==> src/rtl/uart_pkg.sv <==
// Shared types and constants for the scheduled UART transmitter.
// The line clock and baud defaults live in parameters.h, not here.
package uart_pkg;

    localparam int DATA_BITS = 8;
    localparam int BIT_CNT_W = $clog2(DATA_BITS);

    typedef enum logic [1:0] {
        IDLE  = 2'd0,
        START = 2'd1,
        DATA  = 2'd2,
        STOP  = 2'd3
    } tx_state_t;

endpackage

==> src/rtl/baud_tick_gen.sv <==
// Divides clk down to one tick per bit (times Oversampling).
// The counter reloads while disabled, so the first tick lands one full period after enable.
module baud_tick_gen #(
    parameter int ClkFrequency = 50_000_000,
    parameter int Baud         = 115_200,
    parameter int Oversampling = 1
) (
    input  logic clk,
    input  logic reset_n,
    input  logic enable,
    output logic tick
);

    localparam int DIV   = ClkFrequency / (Baud * Oversampling);
    localparam int CNT_W = (DIV > 1) ? $clog2(DIV) : 1;
    localparam logic [CNT_W-1:0] LAST = CNT_W'(DIV - 1);

    logic [CNT_W-1:0] cnt;

    always_ff @(posedge clk) begin
        if (!reset_n || !enable) begin
            cnt <= '0;
        end else if (cnt == LAST) begin
            cnt <= '0;
        end else begin
            cnt <= cnt + 1'b1;
        end
    end

    assign tick = enable && (cnt == LAST);

endmodule

==> src/rtl/uart_tx_sched.sv <==
// 8N1 UART transmitter shared by NUM_REQ byte requesters, served round-robin.
// One byte is captured and granted per frame; requests are only looked at in IDLE.
`ifndef CLK_FREQUENCY
`define CLK_FREQUENCY 50_000_000
`endif
`ifndef BAUD_RATE
`define BAUD_RATE 115_200
`endif

module uart_tx_sched
    import uart_pkg::*;
#(
    parameter int NUM_REQ      = 3,
    parameter int ClkFrequency = `CLK_FREQUENCY,
    parameter int Baud         = `BAUD_RATE
) (
    input  logic                                clk,
    input  logic                                reset_n,
    input  logic [NUM_REQ-1:0]                  req,
    input  logic [NUM_REQ-1:0][DATA_BITS-1:0]   data,
    output logic [NUM_REQ-1:0]                  grant,
    output logic                                txd,
    output logic                                busy
);

    localparam int PTR_W = $clog2(NUM_REQ);

    tx_state_t              state_q, state_d;
    logic [DATA_BITS-1:0]   shift_q, shift_d;
    logic [BIT_CNT_W-1:0]   bit_cnt_q, bit_cnt_d;
    logic [PTR_W-1:0]       ptr_q, ptr_d;
    logic                   txd_q, txd_d;
    logic                   busy_q, busy_d;
    logic [NUM_REQ-1:0]     grant_q, grant_d;

    logic                   tick_en;
    logic                   tick;
    logic [PTR_W:0]         rr_sum;
    logic [PTR_W-1:0]       sel;
    logic                   sel_valid;

    assign tick_en = (state_q != IDLE);

    baud_tick_gen #(
        .ClkFrequency (ClkFrequency),
        .Baud         (Baud),
        .Oversampling (1)
    ) u_baud_tick_gen (
        .clk     (clk),
        .reset_n (reset_n),
        .enable  (tick_en),
        .tick    (tick)
    );

    // Rotating priority: scan from the requester after the last grant, wrapping once.
    always_comb begin
        rr_sum    = '0;
        sel       = '0;
        sel_valid = 1'b0;
        for (int i = 1; i <= NUM_REQ; i++) begin
            rr_sum = {1'b0, ptr_q} + (PTR_W+1)'(i);
            if (rr_sum >= (PTR_W+1)'(NUM_REQ)) begin
                rr_sum = rr_sum - (PTR_W+1)'(NUM_REQ);
            end
            if (!sel_valid && req[rr_sum[PTR_W-1:0]]) begin
                sel_valid = 1'b1;
                sel       = rr_sum[PTR_W-1:0];
            end
        end
    end

    always_comb begin
        state_d   = state_q;
        shift_d   = shift_q;
        bit_cnt_d = bit_cnt_q;
        ptr_d     = ptr_q;
        txd_d     = txd_q;
        busy_d    = busy_q;
        grant_d   = '0;
        case (state_q)
            IDLE: begin
                txd_d = 1'b1;
                if (sel_valid) begin
                    shift_d = data[sel];
                    grant_d = NUM_REQ'(1) << sel;
                    ptr_d   = sel;
                    txd_d   = 1'b0;
                    busy_d  = 1'b1;
                    state_d = START;
                end
            end
            START: begin
                if (tick) begin
                    txd_d     = shift_q[0];
                    bit_cnt_d = '0;
                    state_d   = DATA;
                end
            end
            DATA: begin
                if (tick) begin
                    shift_d = shift_q >> 1;
                    if (bit_cnt_q == BIT_CNT_W'(DATA_BITS - 1)) begin
                        txd_d   = 1'b1;
                        state_d = STOP;
                    end else begin
                        txd_d     = shift_q[1];
                        bit_cnt_d = bit_cnt_q + 1'b1;
                    end
                end
            end
            STOP: begin
                if (tick) begin
                    txd_d   = 1'b1;
                    busy_d  = 1'b0;
                    state_d = IDLE;
                end
            end
            default: begin
                txd_d   = 1'b1;
                busy_d  = 1'b0;
                state_d = IDLE;
            end
        endcase
    end

    // Reset mid-frame simply drops everything; no frame is resumed.
    always_ff @(posedge clk) begin
        if (!reset_n) begin
            state_q   <= IDLE;
            shift_q   <= '0;
            bit_cnt_q <= '0;
            ptr_q     <= PTR_W'(NUM_REQ - 1);
            txd_q     <= 1'b1;
            busy_q    <= 1'b0;
            grant_q   <= '0;
        end else begin
            state_q   <= state_d;
            shift_q   <= shift_d;
            bit_cnt_q <= bit_cnt_d;
            ptr_q     <= ptr_d;
            txd_q     <= txd_d;
            busy_q    <= busy_d;
            grant_q   <= grant_d;
        end
    end

    assign grant = grant_q;
    assign txd   = txd_q;
    assign busy  = busy_q;

endmodule

==> config.mk <==
export PLATFORM = sky130hd
export DESIGN_NAME = uart_tx_sched
export DESIGN_NICKNAME = d
export VERILOG_FILES = /design/src/rtl/uart_pkg.sv /design/src/rtl/baud_tick_gen.sv /design/src/rtl/uart_tx_sched.sv
export SDC_FILE = /design/constraint.sdc
export NUM_CORES = 1
export LEC_CHECK = 0
export CORE_ASPECT_RATIO = 0.9
export CORE_MARGIN = 10
export CORE_UTILIZATION = 43
export CTS_CLUSTER_SIZE = 16
export DETAILED_ROUTE_END_ITERATION = 10
export HOLD_SLACK_MARGIN = 0.05
export PLACE_DENSITY = 0.79
export SLEW_MARGIN = 40
export SYNTH_ARGS = -nofsm -noshare
export SYNTH_HDL_FRONTEND = slang
export SYNTH_SLANG_ARGS = --single-unit
==> constraint.sdc <==
create_clock -name clk -period 3.1 [get_ports clk]
set_clock_uncertainty 0.05 [all_clocks]
set_input_delay 0.62 -clock clk [delete_from_list [all_inputs] [get_ports clk]]
set_output_delay 0.62 -clock clk [all_outputs]
set_load 0.005 [all_outputs]
Word-level counts from Yosys, hierarchy flattened
Index checks and enable logic that the tools add are counted.
Word-level totals
  flip-flop bits (word level): 29
  input bits: 29
  output and inout port bits: 5
  word-level logic and storage cells: 95
Cells by class
  $add $sub $neg: 8
  $lt $le $gt $ge: 7
  eq/ne operators: 11
  shift operators: 1
  mux-type cells: 39
  reductions and logical operators: 21
Operators by type and width (count)
  8-bit two-way mux: 3
  2-bit two-way mux: 11
  8-bit binary-select mux with 2-bit select: 1
  8-bit case mux with 2 select lines: 1
  1-bit two-way mux: 13
  2-bit by 3-bit less-than comparator with 1-bit output (second input constant): 4
  2-bit != test (second input constant): 6
  3-bit AND reduction: 4
  9-bit by 1-bit adder with 9-bit output (second input constant): 1
  9-bit equality test (second input constant): 1
  3-bit by 2-bit greater-or-equal comparator with 1-bit output (second input constant): 3
  3-bit two-way mux: 3
  2-bit case mux with 4 select lines: 1
  2-bit nonzero test: 4
  2-bit by 2-bit adder with 3-bit output (second input constant): 2
  1-bit binary-select mux with 2-bit select: 3
  3-bit case mux with 2 select lines: 1
  2-bit subtractor (second input constant): 3
  5-bit AND reduction: 1
  2-bit equality test (second input constant): 2
  1-bit zero test: 4
  1-bit case mux with 4 select lines: 1
  4-bit AND reduction: 1
  2-bit by 1-bit adder with 3-bit output (second input constant): 1
  other kinds (10): 12

Logic depth before layout (Yosys ltp)
  word-level depth: 16
  gate-level depth with buffers: 10
  gate-level depth less buffers: 8

By module
A second synthesis with hierarchy kept.
Unflattened totals
  cells, all modules: 230
  area total of the unflattened synthesis: 1940.6 sq um
Modules (own cells, without submodules)
  uart_tx_sched: instances 1, cells an instance 182, area each 1512.7 sq um, sequential area each 400.4 sq um
  baud_tick_gen: instances 1, cells an instance 48, area each 427.9 sq um, sequential area each 180.2 sq um

Worst setup path after synthesis
Ideal clock, no wire load.
  path kind: flip-flop to flip-flop
  from: reg ptr_q[0]
  to: reg shift_q[5]
  setup time: 74 ps
  data arrival time: 2358 ps
  data required time: 2976 ps
  path slack: 618 ps
  cell stages (with the launch flop): 11
  path buffers: 2
  clock period less this slack: 2482 ps
  cell sequence: dfxtp_1 inv_1 ha_1 buf_2 inv_1 o21a_1 a221o_1 buf_2 mux2i_1 a221o_1 a31oi_1
On the way
  word-level cells in the longest chain between the ends: 16
  elaborated cells on any way between the ends: 34
  classes of those cells: 6 x add/sub; 3 x order compare; 1 x eq/ne; 19 x mux; 5 x reduce/logical
RTL lines
  start, declared: RTL line uart_tx_sched.sv:31  | logic [PTR_W-1:0] ptr_q, ptr_d;
  start signal, assigned: RTL line uart_tx_sched.sv:132  | ptr_q <= PTR_W'(NUM_REQ - 1);
  start signal, assigned: RTL line uart_tx_sched.sv:140  | ptr_q <= ptr_d;
  2-bit by 1-bit adder with 3-bit output: RTL line uart_tx_sched.sv:61  | rr_sum = {1'b0, ptr_q} + (PTR_W+1)'(i);
  3-bit by 2-bit greater-or-equal comparator with 1-bit output or 2-bit subtractor (tied branches): RTL line uart_tx_sched.sv:62, uart_tx_sched.sv:63
  2-bit two-way mux: RTL line uart_tx_sched.sv:62  | if (rr_sum >= (PTR_W+1)'(NUM_REQ)) begin
  1-bit binary-select mux with 2-bit select: RTL line uart_tx_sched.sv:65  | if (!sel_valid && req[rr_sum[PTR_W-1:0]]) begin
  1-bit two-way mux (not written as such): RTL line uart_tx_sched.sv:65
  1-bit two-way mux: RTL line uart_tx_sched.sv:65
  1-bit zero test: RTL line uart_tx_sched.sv:65
  1-bit logical AND: RTL line uart_tx_sched.sv:65
  1-bit two-way mux: RTL line uart_tx_sched.sv:65
  1-bit zero test: RTL line uart_tx_sched.sv:65
  1-bit logical AND: RTL line uart_tx_sched.sv:65
  2-bit two-way mux: RTL line uart_tx_sched.sv:65
  8-bit binary-select mux with 2-bit select: RTL line uart_tx_sched.sv:84  | shift_d = data[sel];
  8-bit two-way mux (not written as such): RTL line uart_tx_sched.sv:84
  8-bit two-way mux: RTL line uart_tx_sched.sv:83  | if (sel_valid) begin
  8-bit case mux with 2 select lines: RTL line uart_tx_sched.sv:80  | case (state_q)
  end signal, assigned: RTL line uart_tx_sched.sv:138  | shift_q <= shift_d;
  end, declared: RTL line uart_tx_sched.sv:29  | logic [DATA_BITS-1:0] shift_q, shift_d;
Several ways; a longest one is shown, not always the timed one. The select of a mux whose other input is x is not followed.
A chain may end at the register's enable or synchronous reset.

Worst setup path in the final report
  from: reg ptr_q[1]
  to: reg shift_q[2]
Same word-level chain as after synthesis.

==> impl_metrics.ini <==
[grt]
grt_pass1_vias = 1694
overflow = 0
track_usage = 0.1199
grt_pass1_wl_um = 7838
antenna_found_initial = 0
grt_max_degree = 16

[sta]
finalCritPeriodShare = 0.8701
tightest_slew_ns = 0.5703
slew_viol_final = 0
rsz0062_at_grt = false
final_hold_viol_count = 0
timing.setup.tns_ns = 0
post-route-min-period_ns = 2.697
relSlewSlack = 0.6197
max_freq_mhz = 370.7
layout_setup_ws_ns = 0.4027
setup-violations-final = 0

[final_layout]
finalNetCount = 305
diodes = 0
synthToLayoutAreaGrowth_pct = 23.48
drive_gt1_frac = 0.09470

[setup_path]
critical_path_class = register to register
worst-path-max-fanout = 10
path_delay_family = compound AO/OA/AOI/OAI gates
arrival_ns = 2.85
crit_buf_inv = 2
rrSetupSlack_ns = 0.40
slowest_delay_ns = 0.54
start_kind = register
cp-startpoint = ptr_q[1]
crit_required_ns = 3.25
crit_chain = inv_1 > ha_1 > inv_1 > o21a_1 > a221o_1 > mux2i_1 > a221o_1 > a31oi_1
r2r_start = ptr_q[1]
slowest_stage = a221o_1
endpoint_kind = register

[worst_hold_path]
hold_class = register to register
hp-start = shift_q[6]

[logic_synthesis]
netlist_top_cells_count = nand2_1, dfxtp_1, nor2_1, ha_1, inv_1
yosys_warnings = 0
synth_edf_count = 0
synth-seq-cells = 29
synth_cells = 229
synth.distinct_cells = 51
syn-cell-area_um2 = 1939
synth_nets = 271
synthArstFlopShare = 0
yosysMostFrequentCell = nand2_1
synth_area_leaders = dfxtp_1, ha_1, nand2_1
ys_seq_area_frac = 0.2994
netlist.area_leader.share = 0.2994
synth_top_flop_cell = dfxtp_1
syn_avg_cell_area_um2 = 8.469
synth.largest_area_cell = dfxtp_1

[clocking]
clock_latency_ns = 0.28
tritoncts = built
htree_levels = 2
cts_hold_buf = 0
cts_setup_buffers = 0
clock_sinks = 29
cts_made_buffers = 5
clockBufferDepth = 2
cts_root_buf = clkbuf_8
path_clk_slew_ns = 0.06
cts_resized = 0

[die]
dieWidth_um = 90.79
initial_core_util = 0.4405
design.core.area_um2 = 4403
die_h_um = 83.71
num_rows = 23
io_pins = 34
die-area_um2 = 7600

[pwr]
leakage_nw = 0.9400
power_density_nw_per_um2 = 942.1
power_w = 0.002256
ir_worst_vdd_v = 0.0005271

[detailed_routing]
viasPerCell = 5.448
drc = 0
ant_nets = 0
wl_um = 4589
wire_per_inst_um = 14.08
initialDrtViolationCount = 85
dr.pass1.iters = 4
vias = 1776

[placement]
hpwl_um = 3425
place_congestion = 0.8897
port_buffers = 33
place_ws_ns = 0.1324

[job]
cap_violations = 0

[outcome]
status = completed
flip-flops by register name, indices dropped and copies added (netlist names):
signal and count:
busy 1, u_baud_tick_gen.cnt 9, bit_cnt_q 3, shift_q 8
txd 1, grant 3, ptr_q 2, state_q 2
worst register-to-register path: cells and delay by family (launching register included):
family,cells,cell delay (ns)
AO/OA/AOI/OAI,4,1.23
adder cells (fa/ha/maj),1,0.47
buffers and inverters,2,0.27
flip-flops,1,0.40
multiplexers,1,0.21
layout make-up:
cell class	instances	area, µm²
clock buffer	5	68.82
clock inverter	3	17.52
fill	404	2008
inverter	11	41.29
multi-input combinational	176	1226
sequential	29	580.6
tap	62	77.57
timing repair buffer	40	382.9
cell usage in the layout (no fill, tap or decap), types with 3 or more instances in the layout:
cell type	count
clkdlybuf4s50_1	33
nand2_1	30
dfxtp_1	29
nor2_1	23
ha_1	13
inv_1	11
mux2i_1	10
nand3_1	9
o21ai_0	8
a221o_1	8
a31oi_1	8
buf_4	7
a21oi_1	6
nand2b_1	5
clkbuf_8	5
nor3_1	4
a22oi_1	4
or3_1	3
xnor2_1	3
power by group:
part | internal [W] | switching (W) | total (W)
registers | 0.000484 | 0.0000703 | 0.000554
clock network | 0.000154 | 0.000150 | 0.000304
logic | 0.000661 | 0.000737 | 0.00140
per-layer routing:
layer / wire [µm] / GRT usage / vias up / part of all wire
li1: - / - / 889 / -
met1: 2326 / 0.1575 / 830 / 0.51
met2: 2012 / 0.1847 / 49 / 0.44
met3: 176 / 0.03147 / 8 / 0.038
met4: 74 / 0.03983 / 0 / 0.016
met5: 0 / 0 / - / 0
stage by stage:
step | hold WS, ns | cell area [µm²] | std cells | utilization
6_report | 0.4409 | 2395 | 326 | 0.5439
5_1_grt | 0.4471 | 2395 | 326 | 0.5439
4_1_cts | 0.4351 | 2395 | 326 | 0.5439
3_5_place_dp | 0.4281 | 2308 | 318 | 0.5243
3_3_place_gp | 0.4120 | 2308 | 318 | 0.5243
2_1_floorplan | 0.3952 | 1939 | 229 | -
path summary, 6_finish.rpt:
check | end | depth (start not counted)
min reg2reg | shift_q[6] | 2
max | shift_q[2] | 8
min | shift_q[6] | 2
max reg2reg | shift_q[2] | 8
cells by family after synthesis:
family                   count (synthesis)  share of synthesized area
AO/OA/AOI/OAI                           53                     0.2155
XOR/XNOR                                 5                    0.02258
adder cells (fa/ha/maj)                 13                    0.08387
buffers and inverters                   24                    0.06839
flip-flops                              29                     0.2994
multiplexers                            14                    0.07871
AND/OR/NAND/NOR                         91                     0.2316
(Power assumes the default switching activity.)
